==> src/rtl/vote_collector.sv <==
// Ballot-collection stage ahead of the majority voter: opens a session on start,
// latches at most one ballot per voter, closes on full turnout or timeout.
module vote_collector #(
    parameter int N       = 7,
    parameter int TIMEOUT = 16
) (
    input  logic         clk,
    input  logic         rst_n,
    input  logic         start,
    input  logic [N-1:0] vote_valid,
    input  logic [N-1:0] vote_yes,
    output logic [N-1:0] vote,
    output logic [N-1:0] voted,
    output logic         busy,
    output logic         done,
    output logic         timed_out
);

    localparam int TW = ($clog2(TIMEOUT) < 1) ? 1 : $clog2(TIMEOUT);
    localparam logic [TW-1:0] TIMER_LAST = TW'(TIMEOUT - 1);

    typedef enum logic [1:0] {
        IDLE    = 2'd0,
        COLLECT = 2'd1,
        DONE    = 2'd2
    } state_t;

    state_t         state_q, state_d;
    logic [N-1:0]   vote_q, vote_d;
    logic [N-1:0]   voted_q, voted_d;
    logic [TW-1:0]  timer_q, timer_d;
    logic           busy_q, busy_d;
    logic           done_q, done_d;
    logic           timed_out_q, timed_out_d;
    logic [N-1:0]   accept;

    always_ff @(posedge clk or negedge rst_n) begin
        if (!rst_n) begin
            state_q     <= IDLE;
            vote_q      <= '0;
            voted_q     <= '0;
            timer_q     <= '0;
            busy_q      <= 1'b0;
            done_q      <= 1'b0;
            timed_out_q <= 1'b0;
        end else begin
            state_q     <= state_d;
            vote_q      <= vote_d;
            voted_q     <= voted_d;
            timer_q     <= timer_d;
            busy_q      <= busy_d;
            done_q      <= done_d;
            timed_out_q <= timed_out_d;
        end
    end

    always_comb begin
        state_d     = state_q;
        vote_d      = vote_q;
        voted_d     = voted_q;
        timer_d     = timer_q;
        busy_d      = 1'b0;
        done_d      = 1'b0;
        timed_out_d = timed_out_q;
        accept      = vote_valid & ~voted_q;

        case (state_q)
            IDLE: begin
                if (start) begin
                    state_d     = COLLECT;
                    vote_d      = '0;
                    voted_d     = '0;
                    timer_d     = '0;
                    timed_out_d = 1'b0;
                    busy_d      = 1'b1;
                end
            end
            COLLECT: begin
                // First ballot is final: only voters not yet in the mask are latched.
                voted_d = voted_q | accept;
                vote_d  = (vote_q & ~accept) | (vote_yes & accept);
                if (&voted_d) begin
                    state_d     = DONE;
                    done_d      = 1'b1;
                    timed_out_d = 1'b0;
                end else if (timer_q == TIMER_LAST) begin
                    state_d     = DONE;
                    done_d      = 1'b1;
                    timed_out_d = 1'b1;
                end else begin
                    timer_d = timer_q + TW'(1);
                    busy_d  = 1'b1;
                end
            end
            DONE: begin
                state_d = IDLE;
            end
            default: begin
                state_d = IDLE;
            end
        endcase
    end

    assign vote      = vote_q;
    assign voted     = voted_q;
    assign busy      = busy_q;
    assign done      = done_q;
    assign timed_out = timed_out_q;

endmodule

==> config.mk <==
export PLATFORM = sky130hd
export DESIGN_NAME = vote_collector
export DESIGN_NICKNAME = d
export VERILOG_FILES = /design/src/rtl/vote_collector.sv
export SDC_FILE = /design/constraint.sdc
export NUM_CORES = 1
export LEC_CHECK = 0
export BUFFER_PORTS_ARGS = -buffer_cell sky130_fd_sc_hd__buf_2
export CORE_UTILIZATION = 40
export CTS_BUF_LIST = sky130_fd_sc_hd__clkbuf_4 sky130_fd_sc_hd__clkbuf_8 sky130_fd_sc_hd__clkbuf_16
export DETAILED_ROUTE_END_ITERATION = 12
export GPL_TIMING_DRIVEN = 0
export PLACE_DENSITY = 0.65
export SLEW_MARGIN = 0
export SYNTH_ARGS = -nofsm -noshare
export SYNTH_HDL_FRONTEND = slang
export SYNTH_SLANG_ARGS = --single-unit
==> constraint.sdc <==
create_clock -name clk -period 1.7 [get_ports clk]
set_input_delay 0.34 -clock clk [delete_from_list [all_inputs] [get_ports clk]]
set_output_delay 0.34 -clock clk [all_outputs]
set_load 0.01 [all_outputs]
### Yosys cells after proc, flatten, opt, wreduce, memory -nomap -nowiden

Index checks and enable logic that the tools add are counted.

| storage, ports and cells | value |
|---|---|
| register bits after elaboration | 23 |
| input bits | 17 |
| logic and storage cells | 50 |

| operators by class | value |
|---|---|
| $add $sub $neg | 1 |
| equality and inequality tests | 6 |
| muxes and demuxes | 22 |
| bitwise operators | 7 |
| reduce and logical (&&, ||, !) cells | 7 |

Operators with widths:

| operator | count |
|---|---|
| $pmux W7 S2 | 2 |
| $and A7 B7 Y7 | 3 |
| $not A7 Y7 | 2 |
| $or A7 B7 Y7 | 2 |
| $mux W4 | 3 |
| $mux W1 | 9 |
| $pmux W4 S2 | 1 |
| $mux W7 | 1 |
| $reduce_and A7 Y1 | 1 |
| $mux W2 | 3 |
| $ne A2 B2 Y1 const B | 3 |
| $add A4 B1 Y4 const B | 1 |
| $eq A4 B4 Y1 const B | 1 |
| $pmux W1 S2 | 2 |
| $pmux W2 S2 | 1 |
| $reduce_and A2 Y1 | 2 |
| $reduce_and A4 Y1 | 1 |
| $ne A3 B3 Y1 const B | 1 |
| $reduce_and A3 Y1 | 1 |
| $eq A2 B1 Y1 const B | 1 |
| $logic_not A2 Y1 | 1 |
| $reduce_bool A2 Y1 | 1 |

### Longest topological paths before layout

Gate-level depths: netlist of the first run.

| logic depth | value |
|---|---|
| depth in word-level cells | 6 |
| mapped depth | 5 |

### Worst setup path before layout of the first run

OpenSTA, ideal clock, no wires.

| path | value |
|---|---|
| path type | register to register |
| start | reg timer_q[0] |
| end | reg timer_q[2] |
| library setup time | 0.121 ns |
| arrival time | 1.351 ns |
| path slack | 0.228 ns |
| cell stages (with the launch flop) | 6 |
| clock period less this slack | 1.472 ns |
| path through | dfrtp_1 > ha_1 > and3_1 > a211oi_4 > o22ai_1 > a22o_1 |

| on the way | value |
|---|---|
| longest elaborated chain between the ends | 4 |
| elaborated cells between the ends (all ways) | 7 |

RTL lines:

| what | line | text |
|---|---|---|
| from (decl) | 31 | `logic [TW-1:0] timer_q, timer_d;` |
| from (signal assigned) | 50 | `timer_q <= timer_d;` |
| $add A4 B1 Y4 | 91 | `timer_d = timer_q + TW'(1);` |
| $mux W4 | 86 | `end else if (timer_q == TIMER_LAST) begin` |
| $mux W4 | 82 | `if (&voted_d) begin` |
| $pmux W4 S2 | 67 | `case (state_q)` |

Parallel ways exist; a longest one is shown, timed or not. The select of a mux whose other input is x is not followed.
A chain may end at the register's enable or synchronous reset.

### Final worst setup path of the first run

Same ends and word-level chain as after synthesis.

==> results of run 1 <==
-- cell usage in the layout (no fill, tap or decap), drive strengths merged --
master	synthesis	final
nor2	13	13
nand4	1	1
and2	1	1
a21oi	8	8
nand2	4	4
a22o	1	1
a31oi	1	1
clkinv	0	1
dlygate4sd3	0	1
o21ai	8	8
nand3	8	8
or2	2	2
ha	1	1
a211oi	1	1
clkbuf	4	7
and3	1	1
dfrtp	23	23
nor2b	8	8
a22oi	1	1
mux2i	9	9
o22ai	4	4
buf	1	38
nand2b	2	2
-- kinds of logic after synthesis --
kind of cell | share of synthesized area
muxes | 0.0846
buffers and inverters | 0.0247
adders and majority gates | 0.0117
DFF | 0.541
and+or+nand+nor | 0.188
AOI/OAI and AO/OA | 0.150
-- per-layer routing --
metal,GRT usage,up-vias
met5,0,-
met4,0.0658,0
met3,0.0254,2
met2,0.283,22
met1,0.233,424
li1,-,440
-- how the worst max path moves through the flow --
stage | startpoint | to | slack, ns | cells past startpoint
after detailed placement | timer_q[0] | timer_q[2] | 0.07 | 5
after CTS | timer_q[0] | timer_q[2] | 0.05 | 5
after global placement | timer_q[0] | timer_q[2] | 0.11 | 5
final | timer_q[0] | timer_q[2] | 0.06 | 5
after floorplan | timer_q[0] | timer_q[2] | 0.23 | 5
after global routing | timer_q[0] | timer_q[2] | -0.02 | 5
-- worst max-delay path: stages, from the launching register on --
cell	delay (ns)
dfrtp_1	0.43
ha_1	0.23
and3_1	0.20
a211oi_4	0.35
o22ai_1	0.14
a22o_1	0.20
-- flip-flops by register name (all words and copies together) (netlist names) --
register	flops
busy	1
done	1
state_q	2
timed_out	1
timer_q	4
vote	7
voted	7
-- power by group through the flow --
stage	combinational (mW)	sequential, mW	clock, mW
after CTS	1.10	0.962	0.262
after global placement	1.07	0.955	0
final	1.18	0.960	0.254
after global routing	1.31	0.995	0.286
after floorplan	0.654	1.03	0
after detailed placement	1.10	0.974	0
-- through the flow --
stage	hold WS (ns)	std cells	util	TNS, ns
3_3_place_gp	0.341	165	0.507	0
4_1_cts	0.290	170	0.522	0
5_1_grt	0.295	174	0.534	-0.0151
3_5_place_dp	0.341	165	0.507	0
6_report	0.295	174	0.534	0
2_1_floorplan	0.0444	102	-	0
-- cell type report --
| type | instances | share of cell area |
|---|---|---|
| clock inverters | 1 | 0.00375 |
| flip-flops and latches | 23 | 0.431 |
| clock buffers | 3 | 0.0169 |
| multi-input cells | 74 | 0.347 |
| plain buffers | 5 | 0.0197 |
| well taps | 30 | 0.0281 |
| repair buffers | 38 | 0.154 |
-- timing repair --
action / CTS / global route
endpoints found under the hold margin: 23 / 0
endpoints found under the setup margin: 0 / 2
buffers inserted: 0 / 4
hold buffers: 1 / 0
==> out/results.tsv, run 1 <==
stage	metric	value	unit
clock_network	clk_lat worst skew	0.31	ns
detailed_routing	Metal-1 WL	1070	um
detailed_routing	routed wire length	2300	um
synthesis	top post-synthesis cells by area	dfrtp_1 54%, mux2i_1 8.5%, nor2b_1 4.7%	
timing	final period utilization	0.965	
power_and_ir_drop	switching share of power	0.415	
power_and_ir_drop	worst vdd ir	0.964	mV
clock_network	clock root cell	clkbuf_4	
detailed_routing	routed length on met2	1120	um
finish	post-route design area	1340	um2
power_and_ir_drop	Leakage	0.658	nW
timing	Final Max Slew Viols	0	
finish	Multi-input gate area	463	um2
detailed_routing	vias per std cell	5.10	
placed_design	placed cell area	1270	um2
floorplan	initial core utilization	0.426	
timing	final setup margin	0.0596	ns
setup_path	Worst Path Required	1.92	ns
setup_path	critical path endpoint category	flip-flop	
power_and_ir_drop	pwr dens	1790	nW/um2
flow_run	Max Cap Violations	0	
finish	antenna fix cells	0	
synthesis	Post-Syn Nets	120	
hold_path	WHS Path Cells	3	
setup_path	Crit Path Class	reg -> reg	
synthesis	sequential area share after synthesis	0.541	
power_and_ir_drop	Sw Pwr	0.992	mW
grt	vias in the first global route	762	
timing	Fin Clk Skew	0.00156	ns
clock_network	Clock Sinks	23	
setup_path	Critical Path AT	1.86	ns
synthesis	post-synth cell types	23	
synthesis	area leader, netlist	dfrtp_1	
timing	Final Hold Vio Count	0	
synthesis	yosys warns	0	
floorplan	die area	2870	um2
grt	initial antenna violation count	0	
synthesis	syn avg cell area	10.4	um2
finish	register area	576	um2
setup_path	Worst Setup Start Kind	flip-flop	
synthesis	top-area cell type share of the netlist area	0.541	
finish	share of post-route cells with drive strength above 1	0.333	
detailed_routing	DRT iter0 DRCs	10	
status	outcome	complete, no violations	
clock_network	Clock Tree Buf Depth	2	
hold_path	class of the worst hold path	in -> reg	
floorplan	# IOs	34	
clock_network	Worst-path clk slew	0.13	ns
synthesis	commonest cells in the netlist	23 x dfrtp_1, 12 x nor2_1, 9 x mux2i_1	
synthesis	top-count cell post-synth	dfrtp_1	
detailed_routing	vias post-DR	888	
grt	largest net degree at the start of global routing	24	
floorplan	number of placement rows	18	
timing	max frequency	610	MHz
timing	Worst-Margin Slew	0.515	ns
synthesis	Synth Instances	102	
grt	Remaining Overflow, GRT	0	
power_and_ir_drop	clock share of power	0.106	
placed_design	DP Wirelength	1620	um
power_and_ir_drop	Tot Pwr	2.39	mW
floorplan	Die Ht	53.6	um
clock_network	Inserted Clock Buffers	3	
synthesis	cell area after synthesis	1060	um2
synthesis	Async SR Flop Fraction	1.00	
hold_path	Hold Crit Endpoint	voted[3]	
timing	Tmin final	1.64	ns
power_and_ir_drop	Gate power share	0.492	
power_and_ir_drop	Int Pwr	1.40	mW
finish	Synth-to-Final Area Change	25.4	%
setup_path	R2R setup slack	0.06	ns
grt	first-pass GRT wire length	3470	um
detailed_routing	Final ANT Viol Nets	0	
timing	setup-violating endpoint count in the final report	0	
clock_network	H-Tree Level Count	1	
hold_path	hold wc startpoint	vote_valid[3]	
finish	Nets	163	
detailed_routing	total iterations of the first detailed-routing run	4	
placed_design	dpl ws	0.0714	ns
synthesis	number of synthesized register bits	23	
synthesis	number of synthesized flops with an enable pin	0	
grt	GRT Util Overall	0.174	
setup_path	maximum net fanout on the critical path	7	
placed_design	port bufs	33	
placed_design	RePlAce Congestion	0.683	
setup_path	launching point of the worst reg2reg path	timer_q[0]	
floorplan	core area	2500	um2
detailed_routing	wire per inst	13.2	um
detailed_routing	DR top layer	met4	
floorplan	die span in x	53.6	um
clock_network	CTS tree	done	
power_and_ir_drop	sequential share of power	0.402	
clock_network	Resize count post-CTS	0	
setup_path	R2R cell count	5	
setup_path	worst r2r dst	timer_q[2]	
detailed_routing	WL met3	86	um
timing	Slew Limit Headroom	0.657	
finish	Layout fillers	241	
synthesis	Post-synth top flop	dfrtp_1	
detailed_routing	DRC	0	
Power figures use the tool's default switching activity.
==> inputs of run 2 (changes only) <==
PLACE_DENSITY = default   (was 0.65)
PLACE_DENSITY_LB_ADDON = 0.15   (was default)
==> run 2 against run 1 <==
Via count down 2.4%; clock power up 7%; fmax up 4.0%; first-iteration DRC count up 60%; die area unchanged; hold slack worse by 0.0042 ns; flip-flop and latch count unchanged; combinational power down 7%; setup slack better by 0.062 ns; largest cell class unchanged.
==> out/results.tsv, run 2 (same netlist as run 1, synthesis figures left out) <==
stage	metric	value	unit	change
grt	initial antenna violation count	0		unchanged
floorplan	die span in x	53.6	um	unchanged
detailed_routing	wire per inst	13.1	um	was 13.2 um
timing	Slew Limit Headroom	0.662		was 0.657
floorplan	die area	2870	um2	unchanged
timing	Worst-Margin Slew	0.507	ns	was 0.515 ns
clock_network	Resize count post-CTS	0		unchanged
flow_run	Max Cap Violations	0		unchanged
detailed_routing	DRC	0		unchanged
floorplan	core area	2500	um2	unchanged
setup_path	cell family with most CP delay	flip-flops		was compound AO/OA/AOI/OAI gates
grt	vias in the first global route	783		was 762
clock_network	CTS tree	done		unchanged
timing	Tmin final	1.58	ns	was 1.64 ns
hold_path	hold wc startpoint	vote_valid[3]		unchanged
setup_path	R2R setup slack	0.12	ns	was 0.06 ns
grt	first-pass GRT wire length	3570	um	was 3470 um
timing	final period utilization	0.928		was 0.965
floorplan	# IOs	34		unchanged
timing	Final Max Slew Viols	0		unchanged
setup_path	Crit. Startpoint	timer_q[0]		unchanged
setup_path	Critical path buffers and inverters	1		was 0
clock_network	Clock Tree Buf Depth	2		unchanged
detailed_routing	routed wire length	2240	um	was 2300 um
timing	max frequency	634	MHz	was 610 MHz
finish	antenna fix cells	0		unchanged
placed_design	RePlAce Congestion	0.734		was 0.683
finish	post-route design area	1320	um2	was 1340 um2
setup_path	CP peak stage delay	0.43	ns	about the same
floorplan	Die Ht	53.6	um	unchanged
power_and_ir_drop	worst vdd ir	1.24	mV	was 0.964 mV
finish	commonest non-fill, non-tap cells in the layout	33 x buf_2, 23 x dfrtp_1, 12 x nor2_1, 9 x mux2i_1		unchanged
timing	unrepaired setup endpoints after global routing	no		
finish	commonest non-fill, non-tap cell in the layout	buf_2		unchanged
setup_path	Stages on worst setup path	5		unchanged
placed_design	port bufs	33		unchanged
setup_path	R2R cell count	5		unchanged
placed_design	DP Wirelength	1620	um	about the same
finish	Synth-to-Final Area Change	23.5	%	was 25.4%
setup_path	Crit-path slowest cell	dfrtp_1		unchanged
setup_path	Critical Path AT	1.82	ns	was 1.86 ns
clock_network	clock root cell	clkbuf_4		unchanged
setup_path	maximum net fanout on the critical path	5		was 7
hold_path	WHS Path Cells	3		unchanged
clock_network	clk_lat worst skew	0.31	ns	about the same
floorplan	number of placement rows	18		unchanged
clock_network	Worst-path clk slew	0.12	ns	was 0.13 ns
setup_path	Worst Path Required	1.94	ns	was 1.92 ns
detailed_routing	total iterations of the first detailed-routing run	4		unchanged
detailed_routing	vias per std cell	5.07		was 5.10
status	outcome	complete, no violations		unchanged
setup_path	CP Cell Sequence	ha_1 -> and3_1 -> a211oi_4 -> buf_4 -> mux2i_1		was ha_1 -> and3_1 -> a211oi_4 -> o22ai_1 -> a22o_1
grt	Remaining Overflow, GRT	0		unchanged
grt	largest net degree at the start of global routing	24		unchanged
clock_network	Inserted Clock Buffers	3		unchanged
timing	Total Neg Setup Slack	0	ns	unchanged
finish	Layout fillers	252		was 241
detailed_routing	Final ANT Viol Nets	0		unchanged
timing	Final Hold Vio Count	0		unchanged
timing	setup-violating endpoint count in the final report	0		unchanged
clock_network	H-Tree Level Count	1		unchanged
clock_network	Clock Sinks	23		unchanged
detailed_routing	DRT iter0 DRCs	16		was 10
setup_path	critical path endpoint category	flip-flop		unchanged
setup_path	launching point of the worst reg2reg path	timer_q[0]		unchanged
floorplan	initial core utilization	0.426		unchanged
finish	share of post-route cells with drive strength above 1	0.319		was 0.333
power_and_ir_drop	pwr dens	1770	nW/um2	was 1790 nW/um2
setup_path	Crit Path Class	reg -> reg		unchanged
hold_path	class of the worst hold path	in -> reg		unchanged
finish	Nets	160		was 163
grt	GRT Util Overall	0.181		was 0.174
placed_design	placed cell area	1270	um2	unchanged
setup_path	Worst Setup Start Kind	flip-flop		unchanged
timing	Fin Clk Skew	0.00869	ns	was 0.00156 ns
power_and_ir_drop	Leakage	0.644	nW	was 0.658 nW
detailed_routing	vias post-DR	867		was 888
==> run 2: changes by cell type in the layout (fill, tap and decap cells not counted), sizes merged <==
cell and delta:
buf -3, clkbuf +1, clkinv -1
==> run 2: path summary, 6_finish.rpt <==
kind	to
max	timer_q[0]
min	voted[3]
max reg2reg	timer_q[0]
min reg2reg	timer_q[3]
max in group asynchronous	vote[1]
min in group asynchronous	timer_q[3]
==> run 2: tightest hold or removal path, delay by kind of cell <==
family | cells | cell delay, ns
simple gates | 1 | 0.07
buf+inv | 1 | 0.10
compound gates | 1 | 0.06
==> run 2: repair_timing <==
| action | in CTS | in global routing |
|---|---|---|
| buffers inserted | 0 | 1 |
| hold buffers | 1 | 0 |
| endpoints found under the setup margin | 0 | 1 |
| endpoints found under the hold margin | 23 | 0 |
==> run 2: area by class of cell <==
cell class,count,area [um2],area share
clock buffers,4,30.0,0.0228
well taps,30,37.5,0.0285
flip-flops and latches,23,576,0.438
multi-input cells,74,463,0.352
repair buffers,35,183,0.139
plain buffers,5,26.3,0.0200
==> run 2: where the power goes <==
part	internal, mW	switching, mW
clock network	0.108	0.164
registers	0.775	0.184
logic	0.480	0.621
total	1.36	0.968
==> run 2: per-stage QoR <==
step | setup slack, ns | utilization | power [mW] | instances | hold WS, ns
2_1_floorplan | 0.228 | - | 1.68 | 102 | 0.0444
3_3_place_gp | 0.117 | 0.507 | 2.03 | 165 | 0.343
3_5_place_dp | 0.0950 | 0.507 | 2.07 | 165 | 0.347
4_1_cts | 0.0809 | 0.523 | 2.35 | 170 | 0.274
5_1_grt | 0.000207 | 0.526 | 2.54 | 171 | 0.284
6_report | 0.122 | 0.526 | 2.33 | 171 | 0.291
==> run 2: layer usage <==
| metal | GRT usage | wire length, um | part of all wire | vias up |
|---|---|---|---|---|
| met5 | 0 | 0 | 0 | - |
| met4 | 0.0789 | 23 | 0.010 | 0 |
| met3 | 0.0339 | 91 | 0.041 | 2 |
| met2 | 0.294 | 1040 | 0.46 | 22 |
| met1 | 0.234 | 1080 | 0.49 | 407 |
| li1 | - | - | - | 436 |
